==> src/rtl/dct_mac_acc.sv <==
// dct_mac_acc: three-stage signed multiply-accumulate for DCT-style dot products.
// Each TERMS consecutive accepted (din, coef) pairs produce one signed result.
//
// Ports:
//   clk        clock, all flops rising-edge
//   rst        asynchronous active-low reset
//   ena        global clock enable
//   dclr       synchronous abort of the current block (qualified by ena)
//   in_valid   sample/coefficient pair present
//   in_ready   pair accepted when in_valid && in_ready
//   din        signed sample, DWIDTH bits
//   coef       signed coefficient, CWIDTH bits
//   out_valid  result present; held until out_ready
//   out_ready  result consumed when out_valid && out_ready
//   dout       signed result, OWIDTH bits
//
// Build option: define DCT_MAC_SAT_EN to saturate the wide result into OWIDTH
// bits; otherwise dout is the low OWIDTH bits (wrap).

module dct_mac_acc #(
  parameter int DWIDTH = 8,
  parameter int CWIDTH = 16,
  parameter int TERMS  = 8,
  parameter int OWIDTH = 12,
  localparam int PWIDTH = DWIDTH + CWIDTH,
  localparam int RWIDTH = PWIDTH + $clog2(TERMS),
  localparam int CNTW   = $clog2(TERMS)
) (
  input  logic                     clk,
  input  logic                     rst,
  input  logic                     ena,
  input  logic                     dclr,
  input  logic                     in_valid,
  output logic                     in_ready,
  input  logic signed [DWIDTH-1:0] din,
  input  logic signed [CWIDTH-1:0] coef,
  output logic                     out_valid,
  input  logic                     out_ready,
  output logic signed [OWIDTH-1:0] dout
);

  localparam logic [CNTW-1:0] LAST_CNT = CNTW'(TERMS - 1);

  logic                     advance;
  logic                     clr;
  logic [CNTW-1:0]          cnt;
  // [0] = S1 operand stage, [1] = S2 product stage
  logic [1:0]               vld_pipe;
  logic [1:0]               last_pipe;
  logic signed [DWIDTH-1:0] d1;
  logic signed [CWIDTH-1:0] c1;
  logic signed [PWIDTH-1:0] mult_res;
  logic signed [RWIDTH-1:0] acc;
  logic signed [RWIDTH-1:0] res;
  logic signed [RWIDTH-1:0] mult_ext;

  // A held result blocks the whole pipe so nothing is overwritten.
  assign advance  = ena && !(out_valid && !out_ready);
  assign in_ready = advance;
  assign clr      = ena && dclr;
  assign mult_ext = RWIDTH'(mult_res);

  always_ff @(posedge clk or negedge rst) begin
    if (!rst) begin
      cnt       <= '0;
      vld_pipe  <= '0;
      last_pipe <= '0;
      d1        <= '0;
      c1        <= '0;
      mult_res  <= '0;
      acc       <= '0;
      res       <= '0;
      out_valid <= 1'b0;
    end else if (clr) begin
      cnt       <= '0;
      vld_pipe  <= '0;
      last_pipe <= '0;
      acc       <= '0;
      out_valid <= 1'b0;
    end else begin
      if (advance) begin
        vld_pipe  <= {vld_pipe[0], in_valid};
        last_pipe <= {last_pipe[0], in_valid && (cnt == LAST_CNT)};
        if (in_valid) begin
          d1  <= din;
          c1  <= coef;
          cnt <= (cnt == LAST_CNT) ? '0 : cnt + 1'b1;
        end
        if (vld_pipe[0])
          mult_res <= PWIDTH'(d1) * PWIDTH'(c1);
        if (vld_pipe[1]) begin
          if (last_pipe[1]) begin
            // Close the block and restart from zero in the same edge, so the
            // next block's first product can follow without a gap.
            res <= acc + mult_ext;
            acc <= '0;
          end else begin
            acc <= acc + mult_ext;
          end
        end
      end
      // A completing block in the handshake cycle reloads instead of clearing.
      if (advance && vld_pipe[1] && last_pipe[1])
        out_valid <= 1'b1;
      else if (out_valid && out_ready)
        out_valid <= 1'b0;
    end
  end

`ifdef DCT_MAC_SAT_EN
  localparam logic signed [RWIDTH-1:0] OMAX = RWIDTH'((64'sd1 <<< (OWIDTH - 1)) - 64'sd1);
  localparam logic signed [RWIDTH-1:0] OMIN = RWIDTH'(-(64'sd1 <<< (OWIDTH - 1)));

  always_comb begin
    dout = res[OWIDTH-1:0];
    if (res > OMAX)
      dout = OMAX[OWIDTH-1:0];
    else if (res < OMIN)
      dout = OMIN[OWIDTH-1:0];
  end
`else
  assign dout = res[OWIDTH-1:0];
`endif

endmodule

==> config.mk <==
export PLATFORM = sky130hd
export DESIGN_NAME = dct_mac_acc
export DESIGN_NICKNAME = d
export VERILOG_FILES = /design/src/rtl/dct_mac_acc.sv
export SDC_FILE = /design/constraint.sdc
export NUM_CORES = 1
export LEC_CHECK = 0
export ABC_AREA = 1
export CORE_ASPECT_RATIO = 1.4
export CORE_MARGIN = 4
export CORE_UTILIZATION = 40
export CTS_BUF_LIST = sky130_fd_sc_hd__clkbuf_16
export DETAILED_ROUTE_END_ITERATION = 16
export HOLD_SLACK_MARGIN = 0.1
export SLEW_MARGIN = 25
export SYNTH_ARGS = -nofsm -noshare
export SYNTH_HDL_FRONTEND = slang
export SYNTH_SLANG_ARGS = --single-unit
==> constraint.sdc <==
create_clock -name clk -period 4.6 [get_ports clk]
set_clock_uncertainty 0.15 [all_clocks]
set_input_delay 0.46 -clock clk [delete_from_list [all_inputs] [get_ports clk]]
set_output_delay 0.46 -clock clk [all_outputs]
set_load 0.005 [all_outputs]
==> impl_metrics.csv <==
group,metric,value,unit
outcome,status,"finished clean",
synthesis,syn_avg_cell_area,8.23,um2
floorplan,rows,48,
cts,cts_root_buffer,"clkbuf_16",
layout,fillers,1261,
timing,worst_slew_pin_slew,646,ps
synthesis,synth_cells,627,
synthesis,synthSimpleGateAreaFrac,21.2,%
layout,areaGrowthSynthToFinish,15.4,%
floorplan,core,0.0125,mm2
global_route,antenna_found_initial,0,
global_route,grt_pass1_wl,19100,um
timing,fmax,0.229,GHz
global_route,grt_overflow_total,0,
synthesis,ys_types,40,
power_and_ir_drop,p_leak,3.26,nW
cts,clock_sinks,64,
placed_design,placement.io_buffers,39,
setup_path,crit_path_start,"d1[7]",
routing,viasPerCell,4.86,
setup_path,crit_path_start_kind,"flip-flop",
power_and_ir_drop,power.density,666,mW/mm2
synthesis,synth_seq_cells,64,
routing,route.antenna.remaining_nets,0,
cts,cts_buffers,9,
setup_path,end_kind,"flip-flop",
synthesis,synth_xor_area_share,1.87,%
routing,wl_per_cell,13.6,um
power_and_ir_drop,p_comb_share,65.1,%
routing,drc,0,
timing,finalCriticalPeriod,4370,ps
cts,htreeDepth,3,
power_and_ir_drop,switching_share,47.1,%
floorplan,die_w,104,um
global_route,grtUsageTotal,15.9,%
synthesis,synth_top_family_by_area,"adder cells",
power_and_ir_drop,switchingPower,1.87,mW
routing,vias,3987,
cts,cts_tree,"done",
timing,maxSlewHeadroom,56.9,%
synthesis,synthesis.nets,734,
placed_design,place.gp.congestion,0.856,
setup_path,critPathRequiredTime,4660,ps
floorplan,die_area,0.0148,mm2
power_and_ir_drop,max-vdd-ir-drop,348,uV
hold_path,worstHoldPathType,"flip-flop to flip-flop",
cts,post-cts-setup-buffer-count,0,
hold_path,min_from,"res[2]",
cts,clk_pin_slew,60,ps
global_route,grt_pass1_vias,4161,
timing,setup-tns-final,0,ps
layout,drive_gt1_share,8.96,%
synthesis,synth_area,0.00516,mm2
power_and_ir_drop,power_frac_clock,15.3,%
timing,setup_viol,0,
timing,finalMaxSlewViolations,0,
routing,drt_pass1_iterations,4,
layout,diodes,0,
synthesis,synthMuxAreaShare,3.93,%
floorplan,die_h,142,um
routing,dr.first_iter.drc_count,127,
routing,wl,11100,um
cts,clock_latency,330,ps
job,drv_cap,0,
synthesis,synthAdderAreaFrac,24.2,%
cts,clockBufferDepth,2,
power_and_ir_drop,intPower,2.10,mW
setup_path,crit_fanout,6,
timing,worst_slack,229,ps
synthesis,ys_warn_count,0,
timing,rsz0062_at_grt,"false",
setup_path,crit_arrival,4430,ps
global_route,grt_max_degree,38,
placed_design,hpwl,8980,um
setup_path,crit_type,"flip-flop to flip-flop",
setup_path,rr_startpoint,"d1[7]",
floorplan,start_util,41.3,%
synthesis,yosysSeqAreaShare,31.1,%
synthesis,synth_compound_area_share,5.97,%
power_and_ir_drop,power.share.sequential,19.6,%
placed_design,dp_slack,123,ps
timing,final_hold_viol_count,0,
floorplan,io_pins,44,
layout,layout.nets,772,
timing,fin_crit_sh,95.0,%
cell usage in the layout (no fill, tap or decap), types with 3 or more instances in the layout:
cell,Yosys,routed
nand2_1,179,179
nand3_1,32,32
o21ai_0,18,18
inv_1,127,126
mux2_2,17,17
nand2_2,6,6
xor2_1,7,7
o21ai_1,12,12
clkbuf_16,0,9
nand4_1,3,3
dfrtp_1,64,64
clkdlybuf4s50_1,0,38
ha_1,39,38
xnor2_1,4,4
a21oi_1,14,14
or2_1,3,3
buf_4,2,6
nor2_1,16,16
fa_1,38,38
clkinv_1,0,4
inv_2,4,5
worst max-delay path, stage by stage (launching register included):
cell and delay (ps):
dfrtp_1 380, inv_2 90, or2_2 300, fa_1 500
fa_1 540, inv_1 50, fa_1 530, inv_1 60
fa_1 520, inv_1 60, ha_4 260, a21oi_1 170
o21ai_1 110, nand2_1 90, nand2_1 60, a21oi_1 150
xor2_1 170, o21ai_1 70
synth_stat cells (all sizes together):
library cell  count  area, um2
inv             131        492
nand4             3       18.8
a211o             1       8.76
xnor2             4       35.0
o221ai            1       8.76
a21oi            15       78.8
buf              12       83.8
mux2             18        203
clkbuf            7       26.3
clkinv            1       5.00
nand3            34        188
xor2              7       61.3
o22ai             2       12.5
fa               38        761
o21ai            30        150
a31oi             2       12.5
o31ai             1       7.51
a211oi            1       12.5
dfrtp            64       1600
nand2           187        732
nor2             17       71.3
nor3              3       37.5
a22o              1       8.76
nand3b            2       15.0
ha               39        488
o21bai            1       7.51
or2               5       31.3
kinds of logic after synthesis:
group,after synthesis
flops,64
mux,18
compound gates,55
buf+inv,151
simple gates,251
xor+xnor,11
fa+ha+maj,77
what timing repair did:
| item | CTS | global route |
|---|---|---|
| resized for setup | 0 | 2 |
| hold endpoints to repair | 27 | 0 |
| hold buffers | 1 | 0 |
| endpoints found under the setup margin | 0 | 2 |
power groups by stage:
stage	clock network, mW	registers [mW]	logic, mW
after floorplan	0	0.715	2.06
after global placement	0	0.783	2.47
after detailed placement	0	0.785	2.55
after CTS	0.619	0.776	2.57
after global routing	0.653	0.792	3.02
final	0.607	0.776	2.58
through the flow:
step | utilization (%) | power (mW) | cells | area, um2 | hold slack (ps)
floorplan | - | 2.78 | 627 | 5160 | 14.4
global placement | 45.4 | 3.25 | 803 | 5670 | 313
detailed placement | 45.4 | 3.34 | 803 | 5670 | 317
CTS | 47.5 | 3.97 | 820 | 5940 | 330
global route | 47.6 | 4.47 | 820 | 5950 | 359
finish | 47.6 | 3.97 | 820 | 5950 | 324
path summary, 6_finish.rpt:
kind / endpoint / slack [ps] / depth (start not counted)
setup / recovery: mult_res[10] / 230 / 17
hold / removal: res[2] / 320 / 2
setup reg to reg: mult_res[10] / 230 / 17
hold reg to reg: res[2] / 320 / 2
max in group asynchronous: c1[3] / 2820 / 3
min in group asynchronous: acc[6] / 540 / 2
area by class of cell:
class	count	area (um2)	share of cell area [%]
flip-flops and latches	64	1600	26.9
well taps	150	188	3.15
clock buffers	9	225	3.78
multi-input cells	412	2960	49.8
clock inverters	7	38.8	0.652
repair buffers	46	440	7.40
inverters	132	497	8.35
flip-flops by register name, indices dropped and copies added (netlist names), 2 cells and up:
name / flops
acc: 12
d1: 8
vld_pipe: 2
mult_res: 12
last_pipe: 2
cnt: 3
res: 12
c1: 12
layer usage:
metal,vias up,GRT usage [%],share of wire (%)
met5,-,0,0
met4,0,6.65,3.5
met3,27,1.91,2.6
met2,68,32.0,55
met1,1900,16.5,39
li1,1992,-,-
Note: power is estimated with default switching activity, not from simulation.
